$ cat src/rtl/fixed_point_serial_sub.sv
// Bit-serial two's complement subtractor, one result bit per clock, LSB first.
// Optional saturation on signed overflow; valid/ready handshake on the operands.
module fixed_point_serial_sub #(
    parameter int WIDTH    = 8,
    parameter bit SATURATE = 1'b0
) (
    input  logic             CLK,
    input  logic             RSTN,
    input  logic [WIDTH-1:0] VALUE_A_IN,
    input  logic [WIDTH-1:0] VALUE_B_IN,
    input  logic             VALID_IN,
    output logic             READY_OUT,
    output logic [WIDTH-1:0] VALUE_OUT,
    output logic             VALID_OUT,
    output logic             OVERFLOW
);

    localparam int CW = $clog2(WIDTH);

    localparam logic [1:0] IDLE = 2'd0;
    localparam logic [1:0] BUSY = 2'd1;
    localparam logic [1:0] DONE = 2'd2;

    localparam logic [CW-1:0]    LAST    = CW'(WIDTH - 1);
    localparam logic [WIDTH-1:0] MAX_POS = {1'b0, {(WIDTH-1){1'b1}}};
    localparam logic [WIDTH-1:0] MIN_NEG = {1'b1, {(WIDTH-1){1'b0}}};

    logic [1:0]       state;
    logic [WIDTH-1:0] a_sh;
    logic [WIDTH-1:0] b_sh;
    logic [WIDTH-1:0] res_sh;
    logic [CW-1:0]    cnt;
    logic             carry;

    logic             a_bit;
    logic             nb_bit;
    logic             sum_bit;
    logic             carry_next;
    logic [WIDTH-1:0] raw;
    logic             ovf;
    logic [WIDTH-1:0] result;

    assign READY_OUT = (state == IDLE) && RSTN;
    assign VALID_OUT = (state == DONE);

    // Subtraction as A + ~B + 1: carry starts at 1, B is inverted bitwise.
    assign a_bit      = a_sh[0];
    assign nb_bit     = ~b_sh[0];
    assign sum_bit    = a_bit ^ nb_bit ^ carry;
    assign carry_next = (a_bit & nb_bit) | (a_bit & carry) | (nb_bit & carry);
    assign raw        = {sum_bit, res_sh[WIDTH-1:1]};

    // On the final bit the shift registers hold the operand sign bits.
    assign ovf    = (a_sh[0] ^ b_sh[0]) & (sum_bit ^ a_sh[0]);
    assign result = (SATURATE && ovf) ? (a_sh[0] ? MIN_NEG : MAX_POS) : raw;

    always_ff @(posedge CLK or negedge RSTN) begin
        if (!RSTN) begin
            state     <= IDLE;
            a_sh      <= '0;
            b_sh      <= '0;
            res_sh    <= '0;
            cnt       <= '0;
            carry     <= 1'b0;
            VALUE_OUT <= '0;
            OVERFLOW  <= 1'b0;
        end else begin
            case (state)
                IDLE: begin
                    if (VALID_IN) begin
                        a_sh   <= VALUE_A_IN;
                        b_sh   <= VALUE_B_IN;
                        res_sh <= '0;
                        cnt    <= '0;
                        carry  <= 1'b1;
                        state  <= BUSY;
                    end
                end
                BUSY: begin
                    a_sh   <= a_sh >> 1;
                    b_sh   <= b_sh >> 1;
                    res_sh <= raw;
                    carry  <= carry_next;
                    cnt    <= cnt + CW'(1);
                    if (cnt == LAST) begin
                        VALUE_OUT <= result;
                        OVERFLOW  <= ovf;
                        state     <= DONE;
                    end
                end
                DONE: begin
                    state <= IDLE;
                end
                default: begin
                    state <= IDLE;
                end
            endcase
        end
    end

endmodule

$ cat config.mk
export PLATFORM = sky130hd
export DESIGN_NAME = fixed_point_serial_sub
export DESIGN_NICKNAME = d
export VERILOG_FILES = /design/src/rtl/fixed_point_serial_sub.sv
export SDC_FILE = /design/constraint.sdc
export NUM_CORES = 1
export LEC_CHECK = 0
export ABC_AREA = 0
export CAP_MARGIN = 20
export CORE_AREA = 2 2 69 71
export CTS_BUF_LIST = sky130_fd_sc_hd__clkbuf_16
export DETAILED_ROUTE_END_ITERATION = 16
export DIE_AREA = 0 0 71 73
export DONT_BUFFER_PORTS = 1
export GPL_TIMING_DRIVEN = 0
export RECOVER_POWER = 50
export REMOVE_ABC_BUFFERS = 1
export SLEW_MARGIN = 20
export SYNTH_ARGS = -nofsm -noshare
export SYNTH_HDL_FRONTEND = slang
export SYNTH_SLANG_ARGS = --single-unit
export TNS_END_PERCENT = 20
$ cat constraint.sdc
create_clock -name CLK -period 1.4 [get_ports CLK]
set_input_delay 0.28 -clock CLK [delete_from_list [all_inputs] [get_ports CLK]]
set_output_delay 0.28 -clock CLK [all_outputs]
set_load 0.01 [all_outputs]
### After elaboration in Yosys (flattened, before gate mapping)

Cells that the tools add are included.
W data, S select, Z words.

* flip-flop bits (word level): 39
* input port bits: 19
* output and inout port bits: 11
* logic and storage cells: 44

* $add $sub $neg: 1
* equal/unequal tests: 5
* mux-type cells: 13
* bitwise operators: 11
* reductions and logical operators: 6

Operators with widths (number)
* $pmux W8 S2: 3
* $mux W8: 3
* $pmux W3 S2: 1
* $reduce_and A2 Y1: 3
* $and A1 B1 Y1: 4
* $mux W2: 2
* $ne A2 B2 Y1 const B: 2
* $pmux W2 S2: 1
* $xor A1 B1 Y1: 4
* $add A3 B1 Y3 const B: 1
* $eq A3 B3 Y1 const B: 1
* $mux W3: 1
* $eq A2 B1 Y1 const B: 1
* $eq A2 B2 Y1 const B: 1
* $logic_not A2 Y1: 1
* $or A1 B1 Y1: 2
* $pmux W1 S2: 1
* $reduce_bool A2 Y1: 1
* $logic_and A1 B1 Y1: 1
* $mux W1: 1
* $not A1 Y1: 1

### Depth between registers and ports, before layout

Gate-level depths: netlist (run 1).

* word-level depth: 5
* depth in mapped cells: 6

### Worst setup path before layout (run 1)

OpenSTA, ideal clock, no wires.

* kind: register to register
* from: reg cnt[0]
* to: reg VALUE_OUT[0]
* arrival time: 1297 ps
* data required time: 1275 ps
* path slack: -22 ps
* stages on the path, launching flop included: 6
* path buffers: 1
* cell sequence: dfrtp_1 ha_1 ha_1 nand3b_4 buf_6 mux2_4

* word-level cells in the longest chain between the ends: 2

RTL lines
* start: declaration: line 32 `logic [CW-1:0] cnt;`
* start signal: assignment: line 84 `cnt <= cnt + CW'(1);`
* $eq A3 B3 Y1: line 85 `if (cnt == LAST) begin`
* $reduce_and A2 Y1 (no source line)
* end signal: assignment: line 86 `VALUE_OUT <= result;`
* end: declaration: line 13 `output logic [WIDTH-1:0] VALUE_OUT,`

No other way between the ends.
A chain may end at the register's enable or synchronous reset.

### Worst setup path in the final report (run 1)

* from: reg state[1]
* to: out READY_OUT

* word-level cells in the longest chain between the ends: 2

RTL lines
* start: declaration: line 28 `logic [1:0] state;`
* start signal: assignment: line 59 `state <= IDLE;`
* start signal: assignment: line 76 `state <= BUSY;`
* start signal: assignment: line 88 `state <= DONE;`
* $logic_not A2 Y1: line 43 `assign READY_OUT = (state == IDLE) && RSTN;`
* $logic_and A1 B1 Y1: line 43
* end: declaration: line 12 `output logic READY_OUT,`

No other way between the ends.

==> summary.md, run 1 <==
| Metric | Value |
|---|---|
| Final wirelength | `3.80 mm` |
| Post-DP HPWL | `2.20 mm` |
| Initial Util | `37.9%` |
| CORE AREA | `4540 sq um` |
| Mux cell area share after synthesis | `6.76%` |
| Layout cell share with drive strength beyond 1 | `28.9%` |
| RSZ-0062 raised after global routing | `true` |
| Required @ worst endpoint | `1.12 ns` |
| Worst slew margin | `43.4%` |
| Antenna violations before repair | `0` |
| Max Cap Viol | `0` |
| H-tree levels | `2` |
| Number of global-route vias before repair | `1322` |
| Skew final | `0.00501 ns` |
| DR WL/cell | `18.7 microns` |
| Clk sinks | `38` |
| First-pass GRT wire length | `6.33 mm` |
| R2r setup slk | `0.03 ns` |
| VDD IR-drop max | `1.03 mV` |
| Clk buf depth | `2` |
| Syn Inst Count | `139` |
| Syn Area/Cell | `12.4 sq um` |
| Fin nets | `172` |
| # fillers | `428` |
| Startpoint Class | `register` |
| ANT cells | `0` |
| CP Max Fanout | `7` |
| Synth Area in XOR/XNOR | `0.509%` |
| FP Rows | `25` |
| Reg clk slew, reported paths | `0.06 ns` |
| Critical-path top delay cell | `dfrtp_2` |
| Crit path launch | `state[1]$_DFFE_PN0P_` |
| Detailed-route DRC error count | `0` |
| Crit path time final | `1.37 ns` |
| Slew Limit Fails | `0` |
| Yosys warnings | `0` |
| Layout Utilization | `44.4%` |
| Number of port buffers | `0` |
| Die area | `5180 sq um` |
| Io pins | `30` |
| CTS Buf Count | `5` |
| Drt initial violations | `59` |
| Main combinational cell family by area after synthesis | `compound AO/OA/AOI/OAI gates` |
| Slew at the pin closest to its max-slew limit | `0.849 ns` |
| Clock insertion delay at the later pin of the skew report | `0.28 ns` |
| Synth cell types | `27` |
| Vias/cell | `5.82` |
| Via count | `1181` |
| Total power per unit cell area | `2430 nW/um^2` |
| Global route total overflow | `0` |
| LEAKAGE | `0.885 nW` |
| WP data arrival | `1.09 ns` |
| Largest delay contributor family on the critical path | `flip-flops` |
| Area of the multi-input gates | `721 sq um` |
| Hold Violations, Final | `0` |
| CP Class | `reg -> out` |
| PnR Total Power | `4.90 mW` |
| Clk root buf | `clkbuf_16` |
| Global Route Usage Sum | `16.0%` |
| Min-delay src | `VALUE_B_IN[7]` |
| Crit-path cells | `nor2_2, and2_4` |
| GP Congestion | `0.733` |
| Largest net degree at the start of global routing | `39` |
| Drt pass-1 iters | `4` |
| Fin crit share | `98.1%` |
| Die X | `71 microns` |
| Adder and majority gate portion of the synthesized area | `3.35%` |
| Sequential cell area | `955 sq um` |
| Post-synthesis register bit count | `38` |
| Area growth syn-to-layout | `17.1%` |
| Crit-path max cell delay | `0.47 ns` |
| Post-Syn Area | `1720 sq um` |
| Compound-cell area share of the yosys netlist | `21.5%` |
| Simple-gate area share of the yosys netlist | `6.91%` |
| Final setup fails | `0` |
| Worst Hold Class | `in -> reg` |
| RR Startpoint | `cnt[1]$_DFFE_PN0P_` |
| Die Ht | `73 microns` |
| Post-synthesis sequential area ratio | `55.3%` |
| CTS tree | `done` |
| Status | `complete, no violations` |
| Critical Path End Type | `primary output` |
| Worst Path Buf+Inv | `0` |
| FMAX | `728 MHz` |
| Post-route ant nets | `0` |
| Setup TNS | `0 ns` |
==> synthesized netlist by cell type <==
master    count  area, sq um
a21oi_1      13         65.1
a22o_1        9         78.8
and2_1        1         6.26
buf_2         4         20.0
buf_4         1         7.51
buf_6         5         56.3
dfrtp_1      38          951
fa_1          1         20.0
ha_1          3         37.5
inv_1         4         15.0
mux2_2        1         11.3
mux2_4        7          105
nand2_1       4         15.0
nand2b_1      1         6.26
nand2b_4      1         13.8
nand3b_1      2         15.0
nand3b_4      1         20.0
nor2_1        5         18.8
nor2_4        1         11.3
nor2b_1       2         12.5
o21ai_0       5         25.0
o21bai_2      1         11.3
o221a_2       2         22.5
o22a_1        1         8.76
o22ai_1      24          150
o31ai_1       1         7.51
xnor2_1       1         8.76
==> final timing paths <==
path                                            end  cells after the start
max reg2reg                VALUE_OUT[7]$_DFFE_PN0P_                      4
min                             b_sh[7]$_DFFE_PN0P_                      2
max                                       READY_OUT                      2
min reg2reg                   res_sh[1]$_DFFE_PN0P_                      1
min in group asynchronous     res_sh[2]$_DFFE_PN0P_                      2
max in group asynchronous      state[1]$_DFFE_PN0P_                      2
==> routing by layer <==
metal  GRT usage (%)  up-vias  part of all wire, %  wire length [microns]
met4            6.29        0                  1.6                     61
met5               0        -                    0                      0
met3            5.39        8                  5.9                    224
met1            19.8      597                   43                   1640
met2            25.9       34                   49                   1880
li1                -      542                    -                      -
==> flip-flops by register name, summed over array words and instances, names as in the netlist <==
| signal | cells |
|---|---|
| VALUE_OUT | 8 |
| a_sh | 8 |
| b_sh | 8 |
| res_sh | 7 |
| cnt | 3 |
| state | 2 |
| OVERFLOW | 1 |
| carry | 1 |
==> cells by family after synthesis <==
group / count (synthesis)
xor+xnor: 1
compound gates: 56
fa+ha+maj: 4
buf+inv: 14
simple gates: 18
mux: 8
flops: 38
==> worst register-to-register path, cell delays in order (launching register included) <==
cell and delay [ns]:
dfrtp_1 0.41, ha_4 0.19, ha_4 0.17, nand3b_4 0.16
mux2_4 0.32
==> cell type report <==
type,count,area share [%]
clock inverters,2,1.68
flip-flops and latches,38,47.4
multi-input cells,88,35.8
clock buffers,5,6.21
inverters,4,1.12
well taps,54,3.35
repair buffers,12,4.47
==> cell usage in the layout (no fill, tap or decap) <==
cell type / count
o31ai_1: 1
clkinvlp_4: 2
o21bai_2: 1
nand2b_2: 1
nand3b_1: 2
xnor2_1: 1
clkbuf_16: 5
clkinv_1: 1
buf_2: 1
bufinv_16: 1
nand2_1: 4
nor2b_1: 2
and2_4: 1
nand3b_4: 1
inv_1: 2
o22a_1: 1
nor2_2: 2
nor2_4: 1
a21oi_1: 13
ha_1: 1
ha_4: 2
dfrtp_2: 3
nand2b_4: 1
dlygate4sd3_1: 1
o221a_2: 2
o22ai_1: 24
mux2_4: 8
dfrtp_1: 35
nand3b_2: 1
a22o_1: 9
nor2_1: 3
buf_4: 10
fa_1: 1
o21ai_0: 5
==> what timing repair did <==
action,CTS,global route
hold buffers,2,0
resized for setup,10,4
cloned,1,0
setup buffers,6,4
pin swaps,3,1
hold endpoints to repair,38,0
endpoints found under the setup margin,36,19
==> metrics by stage <==
| stage | instance area, sq um | instances | hold WS (ns) | worst slack (ns) |
|---|---|---|---|---|
| CTS | 1980 | 199 | 0.157 | 0.00516 |
| detailed placement | 1700 | 183 | -0.0148 | -0.135 |
| finish | 2010 | 203 | 0.157 | 0.0272 |
| floorplan | 1640 | 129 | -0.0156 | -0.00969 |
| global route | 2010 | 203 | 0.156 | -0.0539 |
| global placement | 1700 | 183 | -0.0148 | -0.103 |
==> power breakdown <==
part           switching, mW  internal, mW
registers              0.444          1.59
clock network          0.406         0.823
logic                  0.770         0.876
total                   1.62          3.28
(Power assumes the default switching activity.)
==> run 2, diff against run 1 <==
==> constraint.sdc (replaced) <==
create_clock -name CLK -period 1.4 [get_ports CLK]
set_input_delay 0 -clock CLK [delete_from_list [all_inputs] [get_ports CLK]]
set_output_delay 0 -clock CLK [all_outputs]
set_load 0.01 [all_outputs]
==> run 2 against run 1 <==
Against the previous run: combinational power shrank 12%; wire length shrank 4.8%; register-to-register slack is essentially flat; die area is the same; worst setup slack lost 0.012 ns; non-clock buffer count grew 7; utilization grew 1.7 points; global-route usage shrank 0.59 points; critical path depth grew 2; via count grew 2.7%; clock power is essentially flat; highest routed layer unchanged.
==> summary.md, run 2 (synthesis gave the netlist of run 1 again) <==
| Metric | Value |
|---|---|
| Net Sw Frac | `33.1%` |
| H-tree levels | `2` |
| Crit-path cells | `ha_2, ha_4, nand3b_4, mux2_2` |
| FMAX | `722 MHz` |
| # fillers | `415` |
| CTS Buf Count | `5` |
| Global Route Usage Sum | `15.4%` |
| Reg clk slew, reported paths | `0.05 ns` |
| Startpoint Class | `register` |
| Via count | `1213` |
| Final non-filler cell total | `210` |
| Required @ worst endpoint | `1.56 ns` |
| Global route total overflow | `0` |
| VDD IR-drop max | `0.944 mV` |
| Clock Power Share | `25.8%` |
| ANT cells | `0` |
| Hold Violations, Final | `0` |
| Most frequent cells in the layout | `35 x dfrtp_1, 24 x o22ai_1, 17 x dlygate4sd3_1, 13 x a21oi_1, 9 x a22o_1` |
| FP Rows | `25` |
| Area growth syn-to-layout | `21.5%` |
| Worst slew margin | `37.4%` |
| WP data arrival | `1.55 ns` |
| Dpl cell area | `1700 sq um` |
| Die area | `5180 sq um` |
| Comb power frac | `30.5%` |
| Pint | `3.17 mW` |
| Post-route ant nets | `0` |
| Total power per unit cell area | `2270 nW/um^2` |
| Status | `complete, no violations` |
| Final wirelength | `3.62 mm` |
| Layout cell share with drive strength beyond 1 | `19.2%` |
| Post-DP HPWL | `2.20 mm` |
| LEAKAGE | `0.913 nW` |
| Slew at the pin closest to its max-slew limit | `0.939 ns` |
| Antenna violations before repair | `0` |
| Area of the multi-input gates | `708 sq um` |
| Fin nets | `179` |
| Skew final | `0.00374 ns` |
| Top Registers | `VALUE_OUT x8, a_sh x8, b_sh x8` |
| CORE AREA | `4540 sq um` |
| Die Ht | `73 microns` |
| Crit-path max cell delay | `0.40 ns` |
| Final setup fails | `0` |
| Largest net degree at the start of global routing | `39` |
| Sequential cell fraction of total power | `43.7%` |
| Vias/cell | `5.78` |
| Die X | `71 microns` |
| R2r worst-path depth | `4` |
| Clk sinks | `38` |
| Worst Hold Depth | `2` |
| GP Congestion | `0.733` |
| Clk root buf | `clkbuf_16` |
| Clock insertion delay at the later pin of the skew report | `0.28 ns` |
| Clk buf depth | `2` |
| Placed cells | `183` |
| Drt pass-1 iters | `4` |
| Io pins | `30` |
| Sequential cell area | `955 sq um` |
| CP Class | `reg -> reg` |
| Setup TNS | `0 ns` |
| Critical-path top delay cell | `dfrtp_1` |
| Max Cap Viol | `0` |
| Net Sw Power | `1.57 mW` |
| First-pass GRT wire length | `6.12 mm` |
| Detailed-route DRC error count | `0` |
| Drt initial violations | `71` |
| Final instance area | `2090 sq um` |
| DR WL/cell | `17.2 microns` |
| Worst Hold Class | `in -> reg` |
| Number of global-route vias before repair | `1297` |
| Number of port buffers | `0` |
| RSZ-0062 raised after global routing | `true` |
| Critical Path End Type | `register` |
| CP Max Fanout | `6` |
| Fin crit share | `98.9%` |
| Slew Limit Fails | `0` |
| CTS tree | `done` |
| Most common cell after layout, fill and taps aside | `dfrtp_1` |
| Crit path time final | `1.38 ns` |
| Initial Util | `37.9%` |
-- run 2: changes by cell type in the layout (fill, tap and decap cells not counted), sizes merged --
cell / previous run / this run
buf: 11 / 1
clkbuf: 5 / 6
clkinvlp: 2 / 1
dlygate4sd3: 1 / 17
inv: 2 / 3
-- run 2: power by group through the flow --
stage	clock network, mW	logic [mW]	registers (mW)
after CTS	1.25	1.43	2.05
after global placement	0	1.25	2.02
after floorplan	0	1.11	1.93
after global routing	1.29	1.63	2.14
final	1.22	1.45	2.07
after detailed placement	0	1.32	2.05
-- run 2: final cells by class --
class                   count  area share, %
repair buffers             19           8.74
clock buffers               5           5.98
well taps                  54           3.23
multi-input cells          88           33.9
flip-flops and latches     38           45.7
clock inverters             2           1.62
inverters                   4          0.898
-- run 2: routing by layer --
layer	part of all wire [%]	track usage, %	up-vias	wire [microns]
met4	1.5	6.29	0	54
met2	48	24.5	34	1750
met3	5.4	4.97	7	196
met5	0	0	-	0
li1	-	-	557	-
met1	45	19.4	615	1620
-- run 2: timing repair --
item	in CTS	in global routing
hold buffers	18	0
buffers inserted	0	1
endpoints found under the hold margin	55	0
cloned	0	1
gates resized for setup	6	3
pin swaps	2	1
endpoints found under the setup margin	35	22
-- run 2: final timing paths --
path	start	endpoint	slack [ns]
worst max-delay path	cnt[0]$_DFFE_PN0P_	VALUE_OUT[5]$_DFFE_PN0P_	0.02
worst min-delay path	VALUE_B_IN[4]	b_sh[4]$_DFFE_PN0P_	0.006
worst max register to register	cnt[0]$_DFFE_PN0P_	VALUE_OUT[5]$_DFFE_PN0P_	0.02
worst min register to register	cnt[1]$_DFFE_PN0P_	cnt[1]$_DFFE_PN0P_	0.52
max in group asynchronous	RSTN	a_sh[0]$_DFFE_PN0P_	0.35
min in group asynchronous	RSTN	res_sh[2]$_DFFE_PN0P_	0.41
-- run 2: stage by stage --
step | power [mW] | hold slack, ns | util (%) | setup slack (ns)
after floorplan | 3.03 | -0.296 | - | -0.00969
after global placement | 3.27 | -0.295 | 37.6 | -0.103
after detailed placement | 3.37 | -0.295 | 37.6 | -0.135
after CTS | 4.73 | 0.00219 | 45.7 | -0.101
after global routing | 5.07 | 0.0205 | 46.1 | -0.0588
final | 4.74 | 0.00595 | 46.1 | 0.0155
-- run 2: worst max-delay path, delay by kind of cell (launching register included) --
| kind | cells | cell delay (ns) |
|---|---|---|
| multiplexers | 1 | 0.34 |
| adder cells (fa/ha/maj) | 2 | 0.38 |
| flip-flops | 1 | 0.40 |
| AND/OR/NAND/NOR | 1 | 0.15 |
